===== config.mk =====
export PLATFORM = sky130hd
export DESIGN_NAME = hazard_scoreboard_ctrl_flat
export DESIGN_NICKNAME = d
export VERILOG_FILES = /design/src/rtl/hazard_scoreboard_ctrl_if.sv /design/src/rtl/hazard_scoreboard_ctrl.sv /design/src/flat_wrapper.sv
export SDC_FILE = /design/constraint.sdc
export NUM_CORES = 1
export LEC_CHECK = 0
export ABC_CLOCK_PERIOD_IN_PS = 4400
export CAP_MARGIN = 20
export CELL_PAD_IN_SITES_DETAIL_PLACEMENT = 0
export CELL_PAD_IN_SITES_GLOBAL_PLACEMENT = 2
export CORE_ASPECT_RATIO = 1.2
export CORE_MARGIN = 2
export CORE_UTILIZATION = 40
export DETAILED_ROUTE_END_ITERATION = 10
export DONT_BUFFER_PORTS = 1
export GPL_ROUTABILITY_DRIVEN = 0
export PLACE_DENSITY = 0.88
export SETUP_SLACK_MARGIN = 0.2
export SYNTH_ARGS = -nofsm -noshare
export SYNTH_HDL_FRONTEND = slang
export SYNTH_SLANG_ARGS = --single-unit

===== constraint.sdc =====
create_clock -name clk -period 4.4 [get_ports clk]
set_input_delay 0.22 -clock clk [delete_from_list [all_inputs] [get_ports clk]]
set_output_delay 0.22 -clock clk [all_outputs]
set_load 0.01 [all_outputs]

===== src/rtl/hazard_scoreboard_ctrl_if.sv =====
// Bundle of the decode-side hazard/bypass signals shared by the pipeline and the
// scoreboard controller. The master drives the pipeline view and the slave answers it.
interface hazard_scoreboard_ctrl_if #(
    parameter int NUM_SRC = 2,
    parameter int NUM_FWD = 2,
    parameter int REG_W   = 5,
    parameter int SEL_W   = $clog2(NUM_FWD + 2)
);
    // Decode operands and the instruction being issued
    logic                       dec_valid;
    logic [NUM_SRC-1:0]         src_used;
    logic [NUM_SRC*REG_W-1:0]   src_addr;
    logic                       iss_long;
    logic [REG_W-1:0]           iss_rd;

    // In-flight pipeline stages (index 0 is the youngest) and the long-latency completion bus
    logic [NUM_FWD-1:0]         fwd_wen;
    logic [NUM_FWD*REG_W-1:0]   fwd_addr;
    logic [NUM_FWD-1:0]         fwd_ready;
    logic                       cmpl_valid;
    logic [REG_W-1:0]           cmpl_addr;

    // Controller answers
    logic [NUM_SRC*SEL_W-1:0]   bypass_sel;
    logic                       stall;
    logic [(2**REG_W)-1:0]      busy_vec;
    logic [REG_W:0]             pending_cnt;
    logic [31:0]                stall_cycles;
    logic                       err_spurious;

    modport master (
        output dec_valid, src_used, src_addr, iss_long, iss_rd,
        output fwd_wen, fwd_addr, fwd_ready, cmpl_valid, cmpl_addr,
        input  bypass_sel, stall, busy_vec, pending_cnt, stall_cycles, err_spurious
    );

    modport slave (
        input  dec_valid, src_used, src_addr, iss_long, iss_rd,
        input  fwd_wen, fwd_addr, fwd_ready, cmpl_valid, cmpl_addr,
        output bypass_sel, stall, busy_vec, pending_cnt, stall_cycles, err_spurious
    );
endinterface


===== src/rtl/hazard_scoreboard_ctrl.sv =====
// Decode-side hazard/bypass controller: picks an operand source per decode operand,
// tracks outstanding long-latency writebacks in a per-register scoreboard, and stalls on RAW/WAW.
module hazard_scoreboard_ctrl #(
    parameter int NUM_SRC = 2,
    parameter int NUM_FWD = 2,
    parameter int REG_W   = 5,
    parameter int SEL_W   = $clog2(NUM_FWD + 2)
) (
    input  logic clk,
    input  logic rst,
    hazard_scoreboard_ctrl_if.slave bus
);
    localparam int NREG = 2**REG_W;
    localparam logic [SEL_W-1:0] SEL_RF   = '0;
    localparam logic [SEL_W-1:0] SEL_CMPL = SEL_W'(NUM_FWD + 1);

    logic [NREG-1:0]    r_busy;
    logic [REG_W:0]     r_pending;
    logic [31:0]        r_stall_cycles;
    logic               r_err_spurious;

    logic [NUM_SRC-1:0] w_hazard;
    logic               w_waw;
    logic               w_stall;
    logic               w_set;
    logic               w_clr;
    logic               w_spurious;
    logic [NREG-1:0]    w_set_mask;
    logic [NREG-1:0]    w_clr_mask;
    logic [NREG-1:0]    w_busy_next;
    logic [REG_W:0]     w_pending_next;

    // Per-operand source resolution; purely combinational so decode sees it the same cycle.
    generate
        for (genvar gi = 0; gi < NUM_SRC; gi++) begin : g_src
            logic [REG_W-1:0] w_addr;
            logic             w_fwd_hit;
            logic             w_fwd_rdy;
            logic [SEL_W-1:0] w_fwd_sel;
            logic             w_cmpl_hit;
            logic [SEL_W-1:0] w_sel;
            logic             w_hz;

            assign w_addr     = bus.src_addr[gi*REG_W +: REG_W];
            assign w_cmpl_hit = bus.cmpl_valid && (bus.cmpl_addr == w_addr);

            // Scan oldest to youngest so the youngest matching writer is the one left standing
            always_comb begin
                w_fwd_hit = 1'b0;
                w_fwd_rdy = 1'b0;
                w_fwd_sel = SEL_RF;
                for (int k = NUM_FWD - 1; k >= 0; k--) begin
                    if (bus.fwd_wen[k] && (bus.fwd_addr[k*REG_W +: REG_W] == w_addr)) begin
                        w_fwd_hit = 1'b1;
                        w_fwd_rdy = bus.fwd_ready[k];
                        w_fwd_sel = SEL_W'(k + 1);
                    end
                end
            end

            always_comb begin
                w_sel = SEL_RF;
                w_hz  = 1'b0;
                if (bus.src_used[gi] && (w_addr != '0)) begin
                    if (w_fwd_hit) begin
                        if (w_fwd_rdy) begin
                            w_sel = w_fwd_sel;
                        end else begin
                            w_hz = 1'b1;
                        end
                    end else if (w_cmpl_hit) begin
                        w_sel = SEL_CMPL;
                    end else if (r_busy[w_addr]) begin
                        w_hz = 1'b1;
                    end
                end
            end

            assign bus.bypass_sel[gi*SEL_W +: SEL_W] = w_sel;
            assign w_hazard[gi]                      = w_hz;
        end
    endgenerate

    // A rewrite of a busy register may proceed only when its completion lands this cycle.
    assign w_waw = bus.iss_long && (bus.iss_rd != '0) && r_busy[bus.iss_rd]
                   && !(bus.cmpl_valid && (bus.cmpl_addr == bus.iss_rd));

    assign w_stall = bus.dec_valid && ((|w_hazard) || w_waw);

    assign w_set      = bus.dec_valid && !w_stall && bus.iss_long && (bus.iss_rd != '0);
    assign w_clr      = bus.cmpl_valid && r_busy[bus.cmpl_addr];
    assign w_spurious = bus.cmpl_valid && (bus.cmpl_addr != '0) && !r_busy[bus.cmpl_addr];

    assign w_set_mask = w_set ? (NREG'(1) << bus.iss_rd)    : '0;
    assign w_clr_mask = w_clr ? (NREG'(1) << bus.cmpl_addr) : '0;

    // Set is applied after clear so a same-register set/clear leaves the bit held.
    assign w_busy_next = (r_busy & ~w_clr_mask) | w_set_mask;

    always_comb begin
        w_pending_next = r_pending;
        case ({w_set, w_clr})
            2'b10:   w_pending_next = r_pending + (REG_W+1)'(1);
            2'b01:   w_pending_next = r_pending - (REG_W+1)'(1);
            default: w_pending_next = r_pending;
        endcase
    end

    always_ff @(posedge clk or posedge rst) begin
        if (rst) begin
            r_busy         <= '0;
            r_pending      <= '0;
            r_stall_cycles <= '0;
            r_err_spurious <= 1'b0;
        end else begin
            r_busy    <= w_busy_next;
            r_pending <= w_pending_next;
            if (w_stall) begin
                r_stall_cycles <= r_stall_cycles + 32'd1;
            end
            if (w_spurious) begin
                r_err_spurious <= 1'b1;
            end
        end
    end

    assign bus.stall        = w_stall;
    assign bus.busy_vec     = r_busy;
    assign bus.pending_cnt  = r_pending;
    assign bus.stall_cycles = r_stall_cycles;
    assign bus.err_spurious = r_err_spurious;

    // The incremental counter must track the scoreboard population exactly; r0 is never tracked.
    a_pending_popcount: assert property (@(posedge clk) disable iff (rst)
        r_pending == (REG_W+1)'($countones(r_busy)));
    a_r0_never_busy: assert property (@(posedge clk) disable iff (rst) !r_busy[0]);

endmodule


===== src/flat_wrapper.sv =====
// flat-port wrapper written by rule: the top's interface ports become plain ports
module hazard_scoreboard_ctrl_flat 
#(
    parameter int NUM_SRC = 2,
    parameter int NUM_FWD = 2,
    parameter int REG_W   = 5,
    parameter int SEL_W   = $clog2(NUM_FWD + 2)
)
  (clk, rst, bus_dec_valid, bus_src_used, bus_src_addr, bus_iss_long, bus_iss_rd, bus_fwd_wen, bus_fwd_addr, bus_fwd_ready, bus_cmpl_valid, bus_cmpl_addr, bus_bypass_sel, bus_stall, bus_busy_vec, bus_pending_cnt, bus_stall_cycles, bus_err_spurious);
  hazard_scoreboard_ctrl_if #(.NUM_SRC(NUM_SRC), .NUM_FWD(NUM_FWD), .REG_W(REG_W), .SEL_W(SEL_W)) bus_i ();
  input  logic clk;
  input  logic rst;
  input wire logic [$bits(bus_i.dec_valid)-1:0] bus_dec_valid;
  input wire logic [$bits(bus_i.src_used)-1:0] bus_src_used;
  input wire logic [$bits(bus_i.src_addr)-1:0] bus_src_addr;
  input wire logic [$bits(bus_i.iss_long)-1:0] bus_iss_long;
  input wire logic [$bits(bus_i.iss_rd)-1:0] bus_iss_rd;
  input wire logic [$bits(bus_i.fwd_wen)-1:0] bus_fwd_wen;
  input wire logic [$bits(bus_i.fwd_addr)-1:0] bus_fwd_addr;
  input wire logic [$bits(bus_i.fwd_ready)-1:0] bus_fwd_ready;
  input wire logic [$bits(bus_i.cmpl_valid)-1:0] bus_cmpl_valid;
  input wire logic [$bits(bus_i.cmpl_addr)-1:0] bus_cmpl_addr;
  output wire logic [$bits(bus_i.bypass_sel)-1:0] bus_bypass_sel;
  output wire logic [$bits(bus_i.stall)-1:0] bus_stall;
  output wire logic [$bits(bus_i.busy_vec)-1:0] bus_busy_vec;
  output wire logic [$bits(bus_i.pending_cnt)-1:0] bus_pending_cnt;
  output wire logic [$bits(bus_i.stall_cycles)-1:0] bus_stall_cycles;
  output wire logic [$bits(bus_i.err_spurious)-1:0] bus_err_spurious;
  assign bus_i.dec_valid = bus_dec_valid;
  assign bus_i.src_used = bus_src_used;
  assign bus_i.src_addr = bus_src_addr;
  assign bus_i.iss_long = bus_iss_long;
  assign bus_i.iss_rd = bus_iss_rd;
  assign bus_i.fwd_wen = bus_fwd_wen;
  assign bus_i.fwd_addr = bus_fwd_addr;
  assign bus_i.fwd_ready = bus_fwd_ready;
  assign bus_i.cmpl_valid = bus_cmpl_valid;
  assign bus_i.cmpl_addr = bus_cmpl_addr;
  assign bus_bypass_sel = bus_i.bypass_sel;
  assign bus_stall = bus_i.stall;
  assign bus_busy_vec = bus_i.busy_vec;
  assign bus_pending_cnt = bus_i.pending_cnt;
  assign bus_stall_cycles = bus_i.stall_cycles;
  assign bus_err_spurious = bus_i.err_spurious;
  hazard_scoreboard_ctrl #(.NUM_SRC(NUM_SRC), .NUM_FWD(NUM_FWD), .REG_W(REG_W), .SEL_W(SEL_W)) u_core (.clk(clk), .rst(rst), .bus(bus_i));
endmodule

# [Yosys cells after proc, flatten, opt, wreduce, memory -nomap -nowiden]
# Index checks and enable logic that the tools add are counted.
[totals] ff_bits=71 input_bits=41 wordCells=95
[classes] addsub=3 order_cmp=4 n_eq_ne=9 shift=2 n_mux=41 bitwise=3 reduce_logical=29
[op_table] operator="two-way mux 32 bit" n=2
[op_table] operator="left shift 1 x 5 -> 32 bit, first input constant" n=2
[op_table] operator="== test 5 bit" n=7
[op_table] operator="adder 32 x 1 -> 32 bit, second input constant" n=1
[op_table] operator="AND 32 bit" n=1
[op_table] operator="inverter 32 bit" n=1
[op_table] operator="OR 32 bit" n=1
[op_table] operator="< comparator 5 x 6 -> 1 bit, second input constant" n=4
[op_table] operator="two-way mux 2 bit" n=12
[op_table] operator="two-way mux 1 bit" n=22
[op_table] operator="binary-select mux 1 bit (select 5 bit)" n=4
[op_table] operator="nonzero test 5 bit" n=4
[op_table] operator="logical AND 1 bit" n=19
[op_table] operator="one-hot mux 6 bit (2 select lines)" n=1
[op_table] operator="adder 6 x 1 -> 6 bit, second input constant" n=1
[op_table] operator="subtractor 6 x 1 -> 6 bit, second input constant" n=1
[op_table] operator="logical NOT 1 bit" n=3
[op_table] operator="== test 2 x 1 -> 1 bit, second input constant" n=1
[op_table] operator="== test 2 bit, second input constant" n=1
[op_table] operator="nonzero test 2 bit" n=1
[op_table] operator="OR reduction 2 bit" n=1
[op_table] operator="logical OR 1 bit" n=1

# [Longest topological paths before layout]
# Gate-level depths: netlist of run 1.
[logic_depth] depth_word=16 depth_mapped=18 depth_no_buf=16

# [Least setup slack after synthesis of run 1]
# Ideal clock, no wire load.
[synth_path] path_type="register to register" from="register u_core.r_busy[3] (netlist: u_core.bus.busy_vec[3])" to="register u_core.r_pending[5] (netlist: u_core.bus.pending_cnt[5])" setup_time_ns=0.125 t_arrival_ns=3.440 setup_slack_ns=0.834 path_stages_with_launch=17 synth_period_minus_slack_ns=3.566 cell_sequence="dfrtp_1 -> mux4_2 -> nor2b_1 -> a2111oi_2 -> a31oi_1 -> and3_1 -> nor3_2 -> nand3_1 -> ha_1 -> ha_1 -> a21o_1 -> a21oi_1 -> o21bai_1 -> a21oi_1 -> xnor2_1 -> nor2_1 -> xor2_1"
[synth_between] elab_chain_cells=15 elab_cells_between_ends=30
[synth_lines] item="from (decl)" line_no="hazard_scoreboard_ctrl.sv:17" text="logic [NREG-1:0] r_busy;"
[synth_lines] item="from (signal assigned)" line_no="hazard_scoreboard_ctrl.sv:116" text="r_busy <= w_busy_next;"
[synth_lines] item="binary-select mux 1 bit (select 5 bit)" line_no="hazard_scoreboard_ctrl.sv:73" text="end else if (r_busy[w_addr]) begin"
[synth_lines] item="two-way mux 1 bit (implied by the code)" line_no="hazard_scoreboard_ctrl.sv:73"
[synth_lines] item="two-way mux 1 bit" line_no="hazard_scoreboard_ctrl.sv:73"
[synth_lines] item="two-way mux 1 bit" line_no="hazard_scoreboard_ctrl.sv:71" text="end else if (w_cmpl_hit) begin"
[synth_lines] item="two-way mux 1 bit" line_no="hazard_scoreboard_ctrl.sv:65" text="if (w_fwd_hit) begin"
[synth_lines] item="two-way mux 1 bit" line_no="hazard_scoreboard_ctrl.sv:64" text="if (bus.src_used[gi] && (w_addr != '0)) begin"
[synth_lines] item="OR reduction 2 bit" line_no="hazard_scoreboard_ctrl.sv:88" text="assign w_stall = bus.dec_valid && ((|w_hazard) || w_waw);"
[synth_lines] item="logical OR 1 bit" line_no="hazard_scoreboard_ctrl.sv:88"
[synth_lines] item="logical AND 1 bit" line_no="hazard_scoreboard_ctrl.sv:88"
[synth_lines] item="logical NOT 1 bit" line_no="hazard_scoreboard_ctrl.sv:90" text="assign w_set = bus.dec_valid && !w_stall && bus.iss_long && (bus.iss_rd != '0);"
[synth_lines] item="logical AND 1 bit (3 in a row)" line_no="hazard_scoreboard_ctrl.sv:90"
[synth_lines] item="== test 2 x 1 -> 1 bit or == test 2 bit (tied branches)" line_no="hazard_scoreboard_ctrl.sv:102" text="case ({w_set, w_clr})"
[synth_lines] item="one-hot mux 6 bit (2 select lines) or nonzero test 2 bit (tied branches)"
[synth_lines] item="to (signal assigned)" line_no="hazard_scoreboard_ctrl.sv:117" text="r_pending <= w_pending_next;"
[synth_lines] item="to (decl)" line_no="hazard_scoreboard_ctrl.sv:18" text="logic [REG_W:0] r_pending;"
# Several ways; a longest one is shown, not always the timed one. The select of a mux whose other input is x is not followed.
# A chain may end at the register's enable or synchronous reset.

# [Final worst setup path of run 1]
# Same ends and word-level chain as after synthesis.

==> results of run 1 <==
registers in the layout (all words and copies together), names as in the netlist:
name and cells:
u_core.bus.stall_cycles 32, u_core.bus.busy_vec 32, u_core.bus.err_spurious 1, u_core.bus.pending_cnt 6
through the flow:
stage	setup WS, ns	instance area [µm²]	hold WS [ns]
after global placement	0.560	5080	0.344
after floorplan	0.834	5040	0.337
after detailed placement	0.429	5080	0.343
after global routing	0.222	5380	0.135
after CTS	0.415	5370	0.0960
final	0.481	5380	0.0528
metal layers:
| layer | vias to the layer above | wire (µm) | global-route usage |
|---|---|---|---|
| met5 | - | 0 | 0 |
| met2 | 196 | 7040 | 0.362 |
| met3 | 27 | 1460 | 0.0724 |
| li1 | 1797 | - | - |
| met1 | 2005 | 5970 | 0.292 |
| met4 | 0 | 325 | 0.0749 |
logic make-up (layout without fill, tap and decap cells):
kind of cell	count (synthesis)	in the layout	synth area share
AOI/OAI and AO/OA	95	95	0.111
xor gates and xnor gates	72	72	0.126
adders and majority gates	7	7	0.0188
buffers and inverters	51	37	0.0496
DFF	71	71	0.352
muxes	46	46	0.169
and+or+nand+nor	157	157	0.173
worst register-to-register path, cell delays in order, from the launching register on:
cell and delay [ns]:
dfrtp_1 0.46, mux4_2 0.49, nor2b_1 0.15, a2111oi_2 0.32, a31oi_1 0.11, and3_1 0.25, nor3_4 0.27, nand3_1 0.16
ha_1 0.29, ha_1 0.30, a21o_1 0.17, a21oi_1 0.24, o21bai_1 0.09, a21oi_1 0.17, xnor2_1 0.13, nor2_1 0.06
xor2_1 0.14
worst min-delay path by stage:
| stage | end | slack [ns] | start | cells after the start |
|---|---|---|---|---|
| final | u_core.bus.pending_cnt[3] | 0.05 | rst | 2 |
| after global routing | u_core.bus.stall_cycles[4] | 0.14 | rst | 2 |
| after CTS | u_core.bus.stall_cycles[3] | 0.1 | rst | 2 |
| after detailed placement | u_core.bus.err_spurious | 0.34 | bus_cmpl_valid | 1 |
| after global placement | u_core.bus.err_spurious | 0.34 | bus_cmpl_valid | 1 |
| after floorplan | u_core.bus.err_spurious | 0.34 | bus_cmpl_valid | 1 |
power groups by stage:
stage	clock network, mW	logic [mW]	registers, mW
floorplan	0	0.455	0.946
global placement	0	0.485	1.02
detailed placement	0	0.501	1.03
CTS	0.706	0.503	1.02
global route	0.736	0.565	1.04
finish	0.692	0.502	1.01
final cells by class:
class                           count  area (µm²)
Clock buffer                       12         256
Fill cell                        1218        6840
Timing Repair Buffer                3        25.0
Multi-Input combinational cell    377        3020
Tap cell                          161         201
Clock inverter                      4        28.8
Sequential cell                    71        1780
Inverter                           18        67.6
timing repair:
item | in CTS | in global routing
gates resized for setup | 0 | 1
setup endpoints to repair | 0 | 1
hold buffers | 1 | 0
endpoints found under the hold margin | 1 | 0
placed cells by master, fill, tap and decap left out, drive strengths merged, types with 2 or more instances in the layout:
cell type	Yosys	final
a211oi	3	3
a21o	3	3
a21oi	8	8
and3	17	17
and4b	2	2
buf	21	2
clkbuf	12	12
clkinvlp	0	2
dfrtp	71	71
ha	6	6
inv	18	19
mux2	3	3
mux2i	12	12
mux4	31	31
nand2	29	29
nand2b	4	4
nand3	17	17
nand4	24	24
nand4b	2	2
nor2	18	18
nor2b	9	9
nor3	15	15
nor4	11	11
o21ai	61	61
o22ai	7	7
o31ai	2	2
or4	4	4
xnor2	41	41
xor2	31	31
==> summary.md, run 1 <==
| Metric | Value |
|---|---|
| Status | finished clean |
| Die height | 127 µm |
| Worst skew pair latency | roughly 0.33 ns |
| Initial Util | 0.413 |
| Crit Path Class | reg -> reg |
| Setup bufs post-CTS | 0 |
| Worst reg2reg path endpoint | u_core.bus.pending_cnt[5] |
| Worst path depth | 16 |
| Max Root-Sink Buffers | 2 |
| Synthesized area | 0.00504 mm² |
| Core ar. | about 0.012 mm² |
| WP buf/inv | 0 |
| Non-Filler Instances | 646 |
| P&R area growth vs syn | 6.65% |
| Sequential area share after synthesis | 0.352 |
| Share of layout cells above drive strength 1 | 0.132 |
| Min cycle time layout | 3.92 ns |
| Post-Synthesis Cells | about 500 |
| Worst EP required | 4.61 ns |
| Site row count | 44 |
| Max incr delay on CP | 0.48 ns |
| DIE AREA | 0.0135 mm² |
| Grt ovf | 0 |
| Comb power frac | 0.227 |
| Fin nets | 528 |
| Critical path capture point type | register |
| DR vias | 4025 |
| DRT Pass-1 Iters | 4 |
| TritonCTS Buffers | 9 |
| Cell variety after synth | 57 |
| P_sw | 760 µW |
| Switching Fraction | 0.344 |
| Clock root cell | clkbuf_16 |
| Synth top cells by count | 71 x dfrtp_1, 59 x o21ai_0, 40 x xnor2_1, 31 x mux4_2, 31 x xor2_1 |
| IO Port Bufs | 0 |
| Die W | 107 µm |
| Number of synthesized flops with an enable pin | 0 |
| Ys Warns | 0 |
| DRC viols | 0 |
| TritonCTS clock tree | yes |
| Final count of negative-setup-slack endpoints | 0 |
| Worst setup startpoint | u_core.bus.busy_vec[3] |
| Highest Clock Rate | between 200 and 300 MHz |
| H-tree depth | 3 |
| R2R depth | 16 |
| Seq cells post-synth | 71 |
| Critical Path Start Type | register |
| P_leak | 2.18 nW |
| Worst R2R Setup Slack | 0.48 ns |
| Clk sinks | around 70 |
| Critical Path End | u_core.bus.pending_cnt[5] |
| Seq pwr share | 0.459 |
| CP max stage cell | mux4_2 |
| Antenna Violating Nets Remaining | 0 |
| Net Count, Synth | about 550 |
| Tot Pwr | 2.21 mW |
| Clock Skew | 0.0111 ns |
| R2r startpoint | u_core.bus.busy_vec[3] |
| RSZ-0062 raised after global routing | no |
| Inst Count DP | 629 |
| Vias per cell | 6.23 |
| Post-synth top area cell | dfrtp_1 |
| CP Data Arrival Time | 4.13 ns |
| First-pass GRT wire length | 23.5 mm |
| GR Util All Layers | 0.226 |
| Worst-path cell chain | mux4_2, nor2b_1, a2111oi_2, a31oi_1, and3_1, nor3_4, nand3_1, ha_1, ha_1, a21o_1, a21oi_1, o21bai_1, a21oi_1, xnor2_1, nor2_1, xor2_1 |
| Worst slew margin | 0.391 |
| VDD IR max | approximately 0.00024 V |
| Vias in the first global route | a little over 4000 |
| Clk pin slew, worst setup/hold paths | 0.06 ns |
| Max_cap viols | 0 |
| Pwr per Cell Area | 410 mW/mm² |
| Avg Inst Size Synth | 10.1 µm² |
| Synth area leaders | dfrtp_1 35%, mux4_2 14%, xnor2_1 6.9% |
| Post-DR wirelength/cell | 22.9 µm |
| Crit share post-route | 0.891 |
| Hold WC Path Type | in -> async |
| Setup TNS Final | 0 ns |
| Final Hold Viols | 0 |
| Ys async rst share | 1.00 |
| Layout Utilization | 0.440 |
| Most common cell in the netlist | dfrtp_1 |
| Initial antenna violation count | 0 |
| Worst Tran Pin Value | 0.913 ns |
| Share of the synthesized area in the top cell type | 0.352 |
| DP Wirelength | 10.7 mm |
| Final Routed Wirelength | roughly 15 mm |
| Internal power | 1.45 mW |
| Slew Limit Fails | 0 |
| N_diodes | 0 |
| Max FO, Critical Path | 6 |
| Initial drt markers | 301 |
| Largest net degree at the start of global routing | 72 |
| Top_reg_cell synth | dfrtp_1 |
| Clock network power share | 0.313 |
| Delay-heaviest family, CP | compound AO/OA/AOI/OAI gates |
| I/O Pins | 117 |
No activity file was read; power rests on OpenSTA's default activity.
==> inputs of run 2 (changes only) <==
Settings changed: ABC_CLOCK_PERIOD_IN_PS 4400 to 3630.
Clock period 4.4 ns to 3.63 ns, I/O delays scaled along.
==> run 2 against run 1 <==
Against the previous run: combinational power up 69%; first-iteration DRC count grew 14%; largest power group unchanged; via count up 6.0%; wire length increased by 6.8%; global-route usage up 1.0 points; power grew 35%; sequential power up 16%.
==> summary.md, run 2 (synthesized netlist as in run 1, its figures left out) <==
| Metric | Value |
|---|---|
| Status | finished clean |
| Min cycle time layout | 3.50 ns |
| Fill cell count | between 1000 and 1500 |
| I/O Pins | 117 |
| Critical Path Start Type | register |
| Max_cap viols | 0 |
| Leading cell types in the layout, fill and taps excluded | 63 x dfrtp_1, 59 x o21ai_0, 40 x xnor2_1, 36 x buf_4 |
| Die W | 107 µm |
| Seq pwr share | 0.391 |
| Clock network power share | 0.325 |
| Worst R2R Setup Slack | around 0.13 ns |
| Share of layout cells above drive strength 1 | 0.234 |
| Fin area | 0.00583 mm² |
| Worst Tran Pin Value | 0.543 ns |
| Top cell by count, worst path | ha_4 |
| Worst-path cell chain | buf_4, mux4_2, mux2i_2, o2bb2ai_2, or4_4, nand2_4, nor3_4, nand3_2, ha_4, ha_4, a21o_1, a21oi_2, o21bai_1, a21oi_1, xnor2_1, nor2_1, xor2_1 |
| Switching Fraction | 0.326 |
| DRC viols | 0 |
| P_leak | 2.38 nW |
| P&R area growth vs syn | 15.5% |
| Site row count | 44 |
| Critical Path End | u_core.bus.pending_cnt[5] |
| Final Routed Wirelength | 15.8 mm |
| Worst slew margin | 0.635 |
| Clock root cell | clkbuf_16 |
| Final Hold Viols | 0 |
| Core ar. | 0.0122 mm² |
| Clk sinks | between 70 and 80 |
| Vias per cell | 6.26 |
| Initial drt markers | 342 |
| GR Util All Layers | 0.236 |
| H-tree depth | 3 |
| Tot Pwr | 2.99 mW |
| Critical path capture point type | register |
| Max incr delay on CP | 0.46 ns |
| Initial antenna violation count | 0 |
| WP buf/inv | 1 |
| Worst setup startpoint | u_core.bus.busy_vec[2] |
| DRT Pass-1 Iters | 5 |
| Hold WC Path Type | in -> reg |
| Delay-heaviest family, CP | compound AO/OA/AOI/OAI gates |
| Post-DR wirelength/cell | 23.2 µm |
| Antenna Violating Nets Remaining | 0 |
| CP max stage cell | mux4_2 |
| N_diodes | 0 |
| Final count of negative-setup-slack endpoints | 0 |
| Most common cell after layout, fill and taps aside | dfrtp_1 |
| P_sw | 974 µW |
| Fin nets | 564 |
| Internal power | 2.01 mW |
| Layout Utilization | 0.477 |
| TritonCTS Buffers | 9 |
| Crit share post-route | 0.964 |
| Pre-CTS WS | roughly 0.054 ns |
| Vias in the first global route | 4408 |
| Worst reg2reg path endpoint | u_core.bus.pending_cnt[5] |
| R2R depth | 17 |
| Worst path depth | 17 |
| Clock Skew | 0.00617 ns |
| DP Wirelength | roughly 12 mm |
| IO Port Bufs | 0 |
| DIE AREA | 0.0135 mm² |
| R2r startpoint | u_core.bus.busy_vec[2] |
| Comb power frac | 0.284 |
| Max Root-Sink Buffers | 2 |
| Clk pin slew, worst setup/hold paths | 0.06 ns |
| Highest Clock Rate | between 200 and 300 MHz |
| Die height | 127 µm |
| Crit Path Class | reg -> reg |
| Pwr per Cell Area | 513 mW/mm² |
| Worst EP required | 3.84 ns |
| CP Data Arrival Time | between 3 and 4 ns |
| Initial Util | 0.413 |
| Slew Limit Fails | 0 |
| RSZ-0062 raised after global routing | yes |
| Largest net degree at the start of global routing | 27 |
| DR vias | 4268 |
| Post-Place Cell Area | 0.00531 mm² |
| Worst skew pair latency | 0.33 ns |
| First-pass GRT wire length | 24.6 mm |
| VDD IR max | 0.000268 V |
| Setup WS post-layout | 0.132 ns |
| TritonCTS clock tree | yes |
| Max FO, Critical Path | 4 |
| Grt ovf | 0 |
-- run 2: cell types whose count changed in the layout (fill, tap and decap cells not counted), moves of 2 or more --
cell	change
buf_4	+34
dfrtp_1	-8
dfrtp_2	+8
a21oi_1	-3
ha_1	-3
ha_4	+3
a21oi_2	+2
bufinv_16	+2
clkinvlp_4	-2
-- run 2: power groups by stage --
stage | Clock, mW | Combinational, mW | Sequential, mW
6_report | 0.971 | 0.850 | 1.17
5_1_grt | 1.02 | 0.928 | 1.19
4_1_cts | 0.986 | 0.802 | 1.16
3_5_place_dp | 0 | 0.767 | 1.18
3_3_place_gp | 0 | 0.753 | 1.17
2_1_floorplan | 0 | 0.560 | 1.15
-- run 2: repair_timing --
| item | 4_1_cts | 5_1_grt |
|---|---|---|
| gates resized for setup | 10 | 15 |
| pin swaps | 6 | 10 |
| hold endpoints to repair | 22 | 0 |
| buffers inserted | 4 | 3 |
| setup endpoints to repair | 1 | 2 |
| hold buffers | 2 | 0 |
-- run 2: area by class of cell --
cell class / instances / area (µm²) / share of cell area
multi-input combinational: 377 / 3140 / 0.538
sequential: 71 / 1790 / 0.307
timing repair buffer: 39 / 302 / 0.0518
clock buffer: 11 / 253 / 0.0434
tap: 161 / 201 / 0.0346
clock inverter: 5 / 78.8 / 0.0135
inverter: 18 / 67.6 / 0.0116
-- run 2: how the worst min path moves through the flow --
stage | slack, ns | endpoint | startpoint | cells after the start
final | 0.09 | u_core.bus.err_spurious | bus_cmpl_addr[4] | 3
after global routing | 0.12 | u_core.bus.err_spurious | bus_cmpl_addr[4] | 2
after CTS | 0.08 | u_core.bus.err_spurious | bus_cmpl_addr[4] | 3
after detailed placement | 0.12 | u_core.bus.busy_vec[18] | rst | 1
after global placement | 0.12 | u_core.bus.busy_vec[30] | rst | 1
after floorplan | 0.30 | u_core.bus.err_spurious | bus_cmpl_valid | 1
-- run 2: metal layers --
layer / GRT usage / up-vias / wire (µm)
met2: 0.423 / 209 / 8310
met5: 0 / - / 0
li1: - / 1882 / -
met1: 0.274 / 2127 / 5680
met3: 0.0510 / 50 / 1290
met4: 0.0963 / 0 / 532
-- run 2: per-stage QoR --
| stage | setup TNS (ns) | hold slack (ns) | cells |
|---|---|---|---|
| 2_1_floorplan | 0 | 0.298 | 499 |
| 3_3_place_gp | 0 | 0.119 | 657 |
| 3_5_place_dp | 0 | 0.117 | 657 |
| 4_1_cts | 0 | 0.0807 | 679 |
| 5_1_grt | -0.0339 | 0.125 | 682 |
| 6_report | 0 | 0.0891 | 682 |
-- run 2: worst reg2reg max path, delay by kind of cell (launching register included) --
family | cells | cell delay, ns
AOI/OAI and AO/OA | 5 | 0.78
adders and majority gates | 2 | 0.40
and+or+nand+nor | 5 | 0.64
DFF | 1 | 0.41
buffers and inverters | 1 | 0.18
xor gates and xnor gates | 2 | 0.27
muxes | 2 | 0.69
